**src/rtl/i2c_cmd_sequencer.sv**
```systemverilog
// i2c_cmd_sequencer: queues legacy 32-bit I2C command words and issues them
// one at a time to the I2C command engine. Read commands (bit 31 set) wait
// for the engine's completion/readback and store the readback word in a
// result FIFO.
//
// Handshakes (s_wr, m_cmd, int, m_res): valid/ready. A transfer happens on a
// rising clk edge where both valid and ready are high. A producer that raises
// valid keeps it high, with its data stable, until that edge.
module i2c_cmd_sequencer #(
  parameter int          CMD_DEPTH_LOG2 = 4,
  parameter int          RES_DEPTH_LOG2 = 4,
  parameter int          TIMEOUT_BITS   = 20,
  parameter logic [31:0] TIMEOUT_WORD   = 32'hDEADDEAD
) (
  input  logic                      clk,
  input  logic                      rst,
  input  logic                      s_wr_valid,
  input  logic [31:0]               s_wr_data,
  output logic                      s_wr_ready,
  output logic                      m_cmd_valid,
  output logic [31:0]               m_cmd_data,
  input  logic                      m_cmd_ready,
  input  logic                      i_int_valid,
  output logic                      o_int_ready,
  input  logic [31:0]               i_rb_data,
  output logic                      m_res_valid,
  output logic [31:0]               m_res_data,
  input  logic                      m_res_ready,
  input  logic                      flush,
  output logic [CMD_DEPTH_LOG2:0]   cmd_level,
  output logic [RES_DEPTH_LOG2:0]   res_level,
  output logic                      busy,
  output logic [1:0]                err_flags,
  output logic [1:0]                dbg_state_o
);

  localparam int CMD_DEPTH = 1 << CMD_DEPTH_LOG2;
  localparam int RES_DEPTH = 1 << RES_DEPTH_LOG2;

  typedef enum logic [1:0] {S_IDLE, S_ISSUE, S_WAIT_RB, S_PUSH} state_t;

  state_t                    state_q, state_d;
  logic [31:0]               cmd_data_q, cmd_data_d;
  logic [31:0]               rb_q, rb_d;
  logic [TIMEOUT_BITS-1:0]   tmo_q, tmo_d;
  logic                      discard_q, discard_d;
  logic [1:0]                err_q, err_d;

  // Command FIFO storage and pointers
  logic [31:0]               cmd_mem_q [CMD_DEPTH];
  logic [CMD_DEPTH_LOG2-1:0] cmd_wr_ptr_q, cmd_rd_ptr_q;
  logic [CMD_DEPTH_LOG2:0]   cmd_level_q;
  logic                      cmd_push, cmd_pop;
  logic [31:0]               cmd_head;

  // Result FIFO storage and pointers
  logic [31:0]               res_mem_q [RES_DEPTH];
  logic [RES_DEPTH_LOG2-1:0] res_wr_ptr_q, res_rd_ptr_q;
  logic [RES_DEPTH_LOG2:0]   res_level_q;
  logic                      res_push, res_pop;
  logic                      res_full;

  logic                      tmo_fire, stray;

  assign s_wr_ready  = (cmd_level_q != (CMD_DEPTH_LOG2+1)'(CMD_DEPTH));
  assign cmd_push    = s_wr_valid && s_wr_ready && !flush;
  assign cmd_head    = cmd_mem_q[cmd_rd_ptr_q];
  assign res_full    = (res_level_q == (RES_DEPTH_LOG2+1)'(RES_DEPTH));
  assign m_res_valid = (res_level_q != '0);
  assign m_res_data  = res_mem_q[res_rd_ptr_q];
  assign res_pop     = m_res_valid && m_res_ready && !flush;
  assign m_cmd_data  = cmd_data_q;
  assign cmd_level   = cmd_level_q;
  assign res_level   = res_level_q;
  assign err_flags   = err_q;
  assign busy        = (state_q != S_IDLE) || (cmd_level_q != '0);
  assign dbg_state_o = state_q;

  // Command FIFO data write (storage needs no reset)
  always_ff @(posedge clk) begin
    if (cmd_push) cmd_mem_q[cmd_wr_ptr_q] <= s_wr_data;
  end

  // Command FIFO pointers and occupancy; flush empties it
  always_ff @(posedge clk) begin
    if (rst || flush) begin
      cmd_wr_ptr_q <= '0;
      cmd_rd_ptr_q <= '0;
      cmd_level_q  <= '0;
    end else begin
      if (cmd_push) cmd_wr_ptr_q <= cmd_wr_ptr_q + (CMD_DEPTH_LOG2)'(1);
      if (cmd_pop)  cmd_rd_ptr_q <= cmd_rd_ptr_q + (CMD_DEPTH_LOG2)'(1);
      cmd_level_q <= cmd_level_q + {{CMD_DEPTH_LOG2{1'b0}}, cmd_push}
                                 - {{CMD_DEPTH_LOG2{1'b0}}, cmd_pop};
    end
  end

  // Result FIFO data write
  always_ff @(posedge clk) begin
    if (res_push) res_mem_q[res_wr_ptr_q] <= rb_q;
  end

  // Result FIFO pointers and occupancy; flush empties it
  always_ff @(posedge clk) begin
    if (rst || flush) begin
      res_wr_ptr_q <= '0;
      res_rd_ptr_q <= '0;
      res_level_q  <= '0;
    end else begin
      if (res_push) res_wr_ptr_q <= res_wr_ptr_q + (RES_DEPTH_LOG2)'(1);
      if (res_pop)  res_rd_ptr_q <= res_rd_ptr_q + (RES_DEPTH_LOG2)'(1);
      res_level_q <= res_level_q + {{RES_DEPTH_LOG2{1'b0}}, res_push}
                                 - {{RES_DEPTH_LOG2{1'b0}}, res_pop};
    end
  end

  // Sequencer state, issued command, captured readback, timeout counter
  always_ff @(posedge clk) begin
    if (rst) begin
      state_q    <= S_IDLE;
      cmd_data_q <= '0;
      rb_q       <= '0;
      tmo_q      <= '0;
      discard_q  <= 1'b0;
      err_q      <= 2'b00;
    end else begin
      state_q    <= state_d;
      cmd_data_q <= cmd_data_d;
      rb_q       <= rb_d;
      tmo_q      <= tmo_d;
      discard_q  <= discard_d;
      err_q      <= err_d;
    end
  end

  // Next-state logic and handshake outputs
  always_comb begin
    state_d     = state_q;
    cmd_data_d  = cmd_data_q;
    rb_d        = rb_q;
    tmo_d       = tmo_q;
    discard_d   = discard_q;
    cmd_pop     = 1'b0;
    res_push    = 1'b0;
    m_cmd_valid = 1'b0;
    o_int_ready = 1'b0;
    tmo_fire    = 1'b0;
    stray       = 1'b0;
    unique case (state_q)
      S_IDLE: begin
        // Completion with nothing outstanding: accept and drop it.
        if (i_int_valid) begin
          o_int_ready = 1'b1;
          stray       = 1'b1;
        end
        // A read waits at the head until the result FIFO has room, so its
        // readback always has a slot when it returns.
        if ((cmd_level_q != '0) && !flush && (!cmd_head[31] || !res_full)) begin
          cmd_pop    = 1'b1;
          cmd_data_d = cmd_head;
          state_d    = S_ISSUE;
        end
      end
      S_ISSUE: begin
        m_cmd_valid = 1'b1;
        if (i_int_valid) begin
          o_int_ready = 1'b1;
          stray       = 1'b1;
        end
        // A flushed read still completes its handshake; its word is dropped.
        if (flush && cmd_data_q[31]) discard_d = 1'b1;
        if (m_cmd_ready) begin
          if (cmd_data_q[31]) begin
            tmo_d   = '0;
            state_d = S_WAIT_RB;
          end else begin
            state_d = S_IDLE;
          end
        end
      end
      S_WAIT_RB: begin
        o_int_ready = 1'b1;
        tmo_d       = tmo_q + (TIMEOUT_BITS)'(1);
        if (flush) discard_d = 1'b1;
        // A completion on the timeout cycle takes priority over the timeout.
        if (i_int_valid) begin
          rb_d    = i_rb_data;
          state_d = S_PUSH;
        end else if (&tmo_q) begin
          rb_d     = TIMEOUT_WORD;
          tmo_fire = 1'b1;
          state_d  = S_PUSH;
        end
      end
      S_PUSH: begin
        res_push  = !discard_q && !flush;
        discard_d = 1'b0;
        state_d   = S_IDLE;
      end
      default: state_d = S_IDLE;
    endcase
  end

  // Sticky error flags: flush clears, new events in the same cycle still set
  always_comb begin
    err_d = flush ? 2'b00 : err_q;
    if (tmo_fire) err_d[0] = 1'b1;
    if (stray)    err_d[1] = 1'b1;
  end

endmodule
```
**config.mk**
```make
export PLATFORM = sky130hd
export DESIGN_NAME = i2c_cmd_sequencer
export DESIGN_NICKNAME = d
export VERILOG_FILES = /design/src/rtl/i2c_cmd_sequencer.sv
export SDC_FILE = /design/constraint.sdc
export NUM_CORES = 1
export LEC_CHECK = 0
export BUFFER_PORTS_ARGS = -buffer_cell sky130_fd_sc_hd__buf_2
export CAP_MARGIN = 15
export CORE_ASPECT_RATIO = 1.4
export CORE_MARGIN = 3
export CORE_UTILIZATION = 57
export DETAILED_ROUTE_END_ITERATION = 10
export PLACE_DENSITY = 0.76
export SETUP_SLACK_MARGIN = 0.3
export SLEW_MARGIN = 10
export SYNTH_ARGS = -nofsm -noshare
export SYNTH_HDL_FRONTEND = slang
export SYNTH_SLANG_ARGS = --single-unit
```
**constraint.sdc**
```tcl
create_clock -name clk -period 12.2 [get_ports clk]
set_input_delay 1.22 -clock clk [delete_from_list [all_inputs] [get_ports clk]]
set_output_delay 1.22 -clock clk [all_outputs]
set_load 0.05 [all_outputs]
```
**Word level (Yosys, flattened, before mapping)**

Memories as Yosys holds them, arrays and structs flattened. A register that Yosys moved wholly into a read port is not among the register bits.
Cells that the tools add are included.
Widths: inputs -> output; s select.

- Logic and storage cells: 101
- RAM bits: 1,024
- Output and inout port bits: 83
- Flip-flop bits (word level): 115
- Memories: 2

- Mux-type cells: 35
- Equal/unequal tests: 11
- Add/subtract/negate cells: 9
- Reduce and logical (&&, ||, !) cells: 31

Memories:

| name | words | width | read ports | clocked after Yosys merged registers in | wr ports | RTL line | RTL |
|---|---|---|---|---|---|---|---|
| cmd_mem_q | 16 | 32 | 1 | 1 | 1 | 50 | `logic [31:0] cmd_mem_q [CMD_DEPTH];` |
| res_mem_q | 16 | 32 | 1 | 1 | 1 | 57 | `logic [31:0] res_mem_q [RES_DEPTH];` |

Operators with widths:

| kind | count |
|---|---|
| $mux 32 | 2 |
| $mux 20 | 2 |
| $pmux 20 s2 | 1 |
| $add 20x1->20 const B | 1 |
| $reduce_and 20->1 | 1 |
| $mux 1 | 17 |
| $add 4x1->4 const B | 4 |
| $mux 4 | 4 |
| $mux 2 | 6 |
| $add 5x1->5 | 2 |
| $ne 2x2->1 const B | 5 |
| $reduce_bool 2->1 | 5 |
| $reduce_bool 5->1 | 2 |
| $sub 5x1->5 | 2 |
| $reduce_and 3->1 | 3 |
| $logic_and 1x1->1 | 8 |
| $pmux 2 s4 | 1 |
| $eq 5x5->1 const B | 1 |
| $ne 5x5->1 const B | 1 |
| $eq 2x2->1 const B | 2 |
| $logic_not 1->1 | 4 |
| $reduce_and 2->1 | 2 |
| $logic_or 1x1->1 | 3 |
| $ne 3x3->1 const B | 1 |
| 6 further kinds | 6 |

**Longest topological paths before layout**

- Depth after elaboration: 8
- Depth in mapped cells: 16

**Least setup slack after synthesis**

OpenSTA, ideal clock, no wires.

- Path kind: in2reg
- Start: in s_wr_valid
- End: mem cmd_mem_q[3][0], enable pin
- Arrival: 4,198 ps
- Setup slack: 7,541 ps
- Stages: 4
- Buffers on the path: 0
- Data required time: 11,739 ps
- Cell sequence: inv_1 > a311oi_1 > nand2_1 > nor3_1

- Word-level cells in the longest chain between the ends: 4

RTL lines:

| element | RTL line | RTL |
|---|---|---|
| from (decl) | 17 | `input logic s_wr_valid,` |
| $logic_and 1x1->1 (2 in series) | 66 | `assign cmd_push = s_wr_valid && s_wr_ready && !flush;` |
| $mux 1 | 81 | `if (cmd_push) cmd_mem_q[cmd_wr_ptr_q] <= s_wr_data;` |
| $mux 1 (not written as such) | 81 |  |
| to (decl) | 50 |  |

No other way between the ends.

==> results.md <==
* Vias in the first global route at 23230
* Buffers inserted during post-CTS setup optimization at 0
* Worst setup path class: reg -> out
* Power after layout at 8.535 mW
* Type of element launching the critical path: flip-flop
* Count of cell types in the netlist at 57
* Commonest cells post-synth: sky130_fd_sc_hd__edfxtp_1, sky130_fd_sc_hd__mux4_2, sky130_fd_sc_hd__mux2i_1
* Category of the worst setup path capture point: output port
* Biggest area contributors in the synthesized netlist: sky130_fd_sc_hd__edfxtp_1, sky130_fd_sc_hd__mux4_2, sky130_fd_sc_hd__dfxtp_1
* Path class of the lowest-slack min-delay path: reg -> reg
* Minimum clock period after layout at 5.008 ns
* Overall Global Routing Usage at 24.99%
* Wire length of the first global-routing pass at 147800 um
* Area growth from synthesis to final layout at 12.58%
* Ratio of routed vias to standard cells at 6.456
* Run status: completed
* Post-detailed-placement half-perimeter wirelength at 52310 um
* Quantity of hold-fixing buffers added after cts at 0
* Number of resized instances in the post-cts repair step at 0
* Arrival time at the worst endpoint at 3.79 ns
* Post-Synthesis Net Count at 2328
* EDFF count, synth at 1024
* Maximum clock skew at final layout at 0.03040 ns
* Most common cell in the synthesized netlist: sky130_fd_sc_hd__edfxtp_1
* Iteration count of the initial detailed-routing pass at 5
* Highest attainable clock frequency at 0.1997 GHz
* Origin of the worst min-delay path: m_cmd_data[8]
* Pins over their slew limit at 0
* Final setup violating endpoints at 0
* Initial core utilization at 58.06%
* Number of instances in the synthesized netlist at 2232
* Synth Warn # at 0
* Largest area contributor in the synthesized netlist: sky130_fd_sc_hd__edfxtp_1
* Share of synthesized area occupied by flip-flops and latches at 75.48%
* Number of buffer cells added on primary ports at 153
* Layout net count at 2511
* Initial antenna violation count at 8
* Syn Std Cell Area at 44000 um2
* Fraction of the cycle the final worst path needs at 41.05%
* Routability-driven placement congestion ratio at 0.7984
* Gr ovfl total at 0
* Post-DR wirelength/cell at 28.69 um
* Required @ worst endpoint at 10.98 ns
* RSZ-0062 raised after global routing: false
* Final ANT Viol Nets at 0
* Top fanout value on the critical path at 69
* Cell Rows at 119
* Final-report hold violation count at 0
* Per-instance average area after synthesis at 19.71 um2
* Die ar. at 80610 um2
* Area of the core at 75790 um2
* Share of layout cells above drive strength 1 at 25.61%
* Final setup TNS at 0 ns
* Number of buffers inserted during clock tree synthesis at 102
* Die extent in x at 240.8 um
* Reported leakage power at 15.35 nW
* Worst-case clock buffer depth at 3
* Clock tree sinks at 1147
* Maximum number of pins on one net before global-route repair at 70
* Source-to-sink clock delay at the later pin of the worst-skew pair at 0.68 ns
* Worst ir drop on vdd at 0.0001647 V
* Master cell of the clock root buffer: sky130_fd_sc_hd__clkbuf_16
* Overall die height at 334.7 um
* First DRT Iteration DRCs at 2384
* Final Routed Wirelength at 99550 um
* DRC viols at 0
* Share of synthesized registers carrying an async set or reset at 0%
* # fillers at 4872
* Routed via count at 22400
* Cell Pwr Density at 172.3 nW/um2
* Deepest level of the CTS H-tree at 3
* Dominant synthesized flop cell: sky130_fd_sc_hd__edfxtp_1
* Non-filler instance count after layout at 3470
* Worst-path clk slew at 0.07 ns
* CTS tree: built
* Pin slew with the least headroom to its limit at 1.078 ns
* Number of top-level pins at 154
* Inst Count DP at 3279
* Number of synthesized register bits at 1147
* Max transition margin at 28.14%
* Proportion of netlist area held by the largest area contributor at 69.89%
* Max-cap violations at 0
-- worst max-delay path, stage by stage (launching register included) --
cell and delay (ns):
sky130_fd_sc_hd__dfxtp_4 1.02, sky130_fd_sc_hd__buf_4 0.83, sky130_fd_sc_hd__mux4_2 0.43, sky130_fd_sc_hd__mux4_2 0.51, sky130_fd_sc_hd__buf_2 0.23
-- cell type report --
class | count | area, um2 | area share (%)
clock buffers | 131 | 2794 | 5.640
diodes | 3 | 7.507 | 0.01516
inverters | 27 | 101.3 | 0.2046
well taps | 968 | 1211 | 2.445
repair buffers | 208 | 1179 | 2.379
multi-input cells | 929 | 10300 | 20.79
flip-flops and latches | 1147 | 33230 | 67.09
clock inverters | 57 | 713.2 | 1.440
-- metrics by stage --
step	worst slack (ns)	cell area (um2)	hold slack [ns]	utilization, %
after detailed placement	7.353	46020	0.4677	60.72
after global placement	7.405	46020	0.4596	60.72
final	7.192	49540	0.4793	65.36
after global routing	6.927	49530	0.4901	65.35
after CTS	7.111	49530	0.4783	65.35
after floorplan	7.541	44000	0.4581	-
-- sequential cells by signal, summed over array words and instances, names as in the netlist, named ones only --
| name | count |
|---|---|
| cmd_wr_ptr_q | 4 |
| discard_q | 1 |
| res_level | 5 |
| res_mem_q | 512 |
| tmo_q | 20 |
| res_rd_ptr_q | 4 |
| cmd_rd_ptr_q | 4 |
| dbg_state_o | 1 |
| res_wr_ptr_q | 4 |
| m_cmd_data | 32 |
| cmd_level | 5 |
| err_flags | 2 |
| cmd_mem_q | 512 |
| rb_q | 32 |
-- worst paths after layout --
check	slack, ns	cells past startpoint	to
worst max register to register	7.45	14	cmd_level[4]
worst min-delay path	0.48	2	m_cmd_data[8]
worst max-delay path	7.19	4	m_res_data[12]
worst min register to register	0.48	2	m_cmd_data[8]
-- cells in the final DEF, fill, tap and decap left out, types with 26 or more instances in the layout --
cell and n:
sky130_fd_sc_hd__mux2i_1 129, sky130_fd_sc_hd__buf_2 153, sky130_fd_sc_hd__nor2_1 74, sky130_fd_sc_hd__inv_1 27
sky130_fd_sc_hd__nor3_1 52, sky130_fd_sc_hd__a221oi_1 44, sky130_fd_sc_hd__nor2_4 26, sky130_fd_sc_hd__a21oi_1 37
sky130_fd_sc_hd__clkbuf_16 104, sky130_fd_sc_hd__nand2_1 53, sky130_fd_sc_hd__nand4_1 27, sky130_fd_sc_hd__edfxtp_1 1024
sky130_fd_sc_hd__o21ai_0 39, sky130_fd_sc_hd__mux4_2 224, sky130_fd_sc_hd__buf_4 55, sky130_fd_sc_hd__dfxtp_1 116
-- logic make-up after synthesis --
| logic type | share of synthesized area, % |
|---|---|
| AO/OA/AOI/OAI | 3.782 |
| XOR/XNOR | 0.6370 |
| adder cells (fa/ha/maj) | 0.7451 |
| buffers and inverters | 1.681 |
| flip-flops | 75.48 |
| multiplexers | 14.40 |
| AND/OR/NAND/NOR | 3.273 |
-- per-layer routing --
| metal | part of all wire, % | up-vias | GRT usage, % |
|---|---|---|---|
| li1 | - | 9514 | - |
| met1 | 36 | 11550 | 31.43 |
| met2 | 53 | 1112 | 43.55 |
| met3 | 7.9 | 222 | 4.393 |
| met4 | 3.4 | 6 | 9.681 |
| met5 | 0.040 | - | 0 |
-- report_power, final --
group | switching [mW] | internal, mW
sequential | 0.0658 | 4.32
combinational | 0.552 | 0.271
clock | 1.39 | 1.94
total | 2.01 | 6.53
Power figures use the tool's default switching activity.
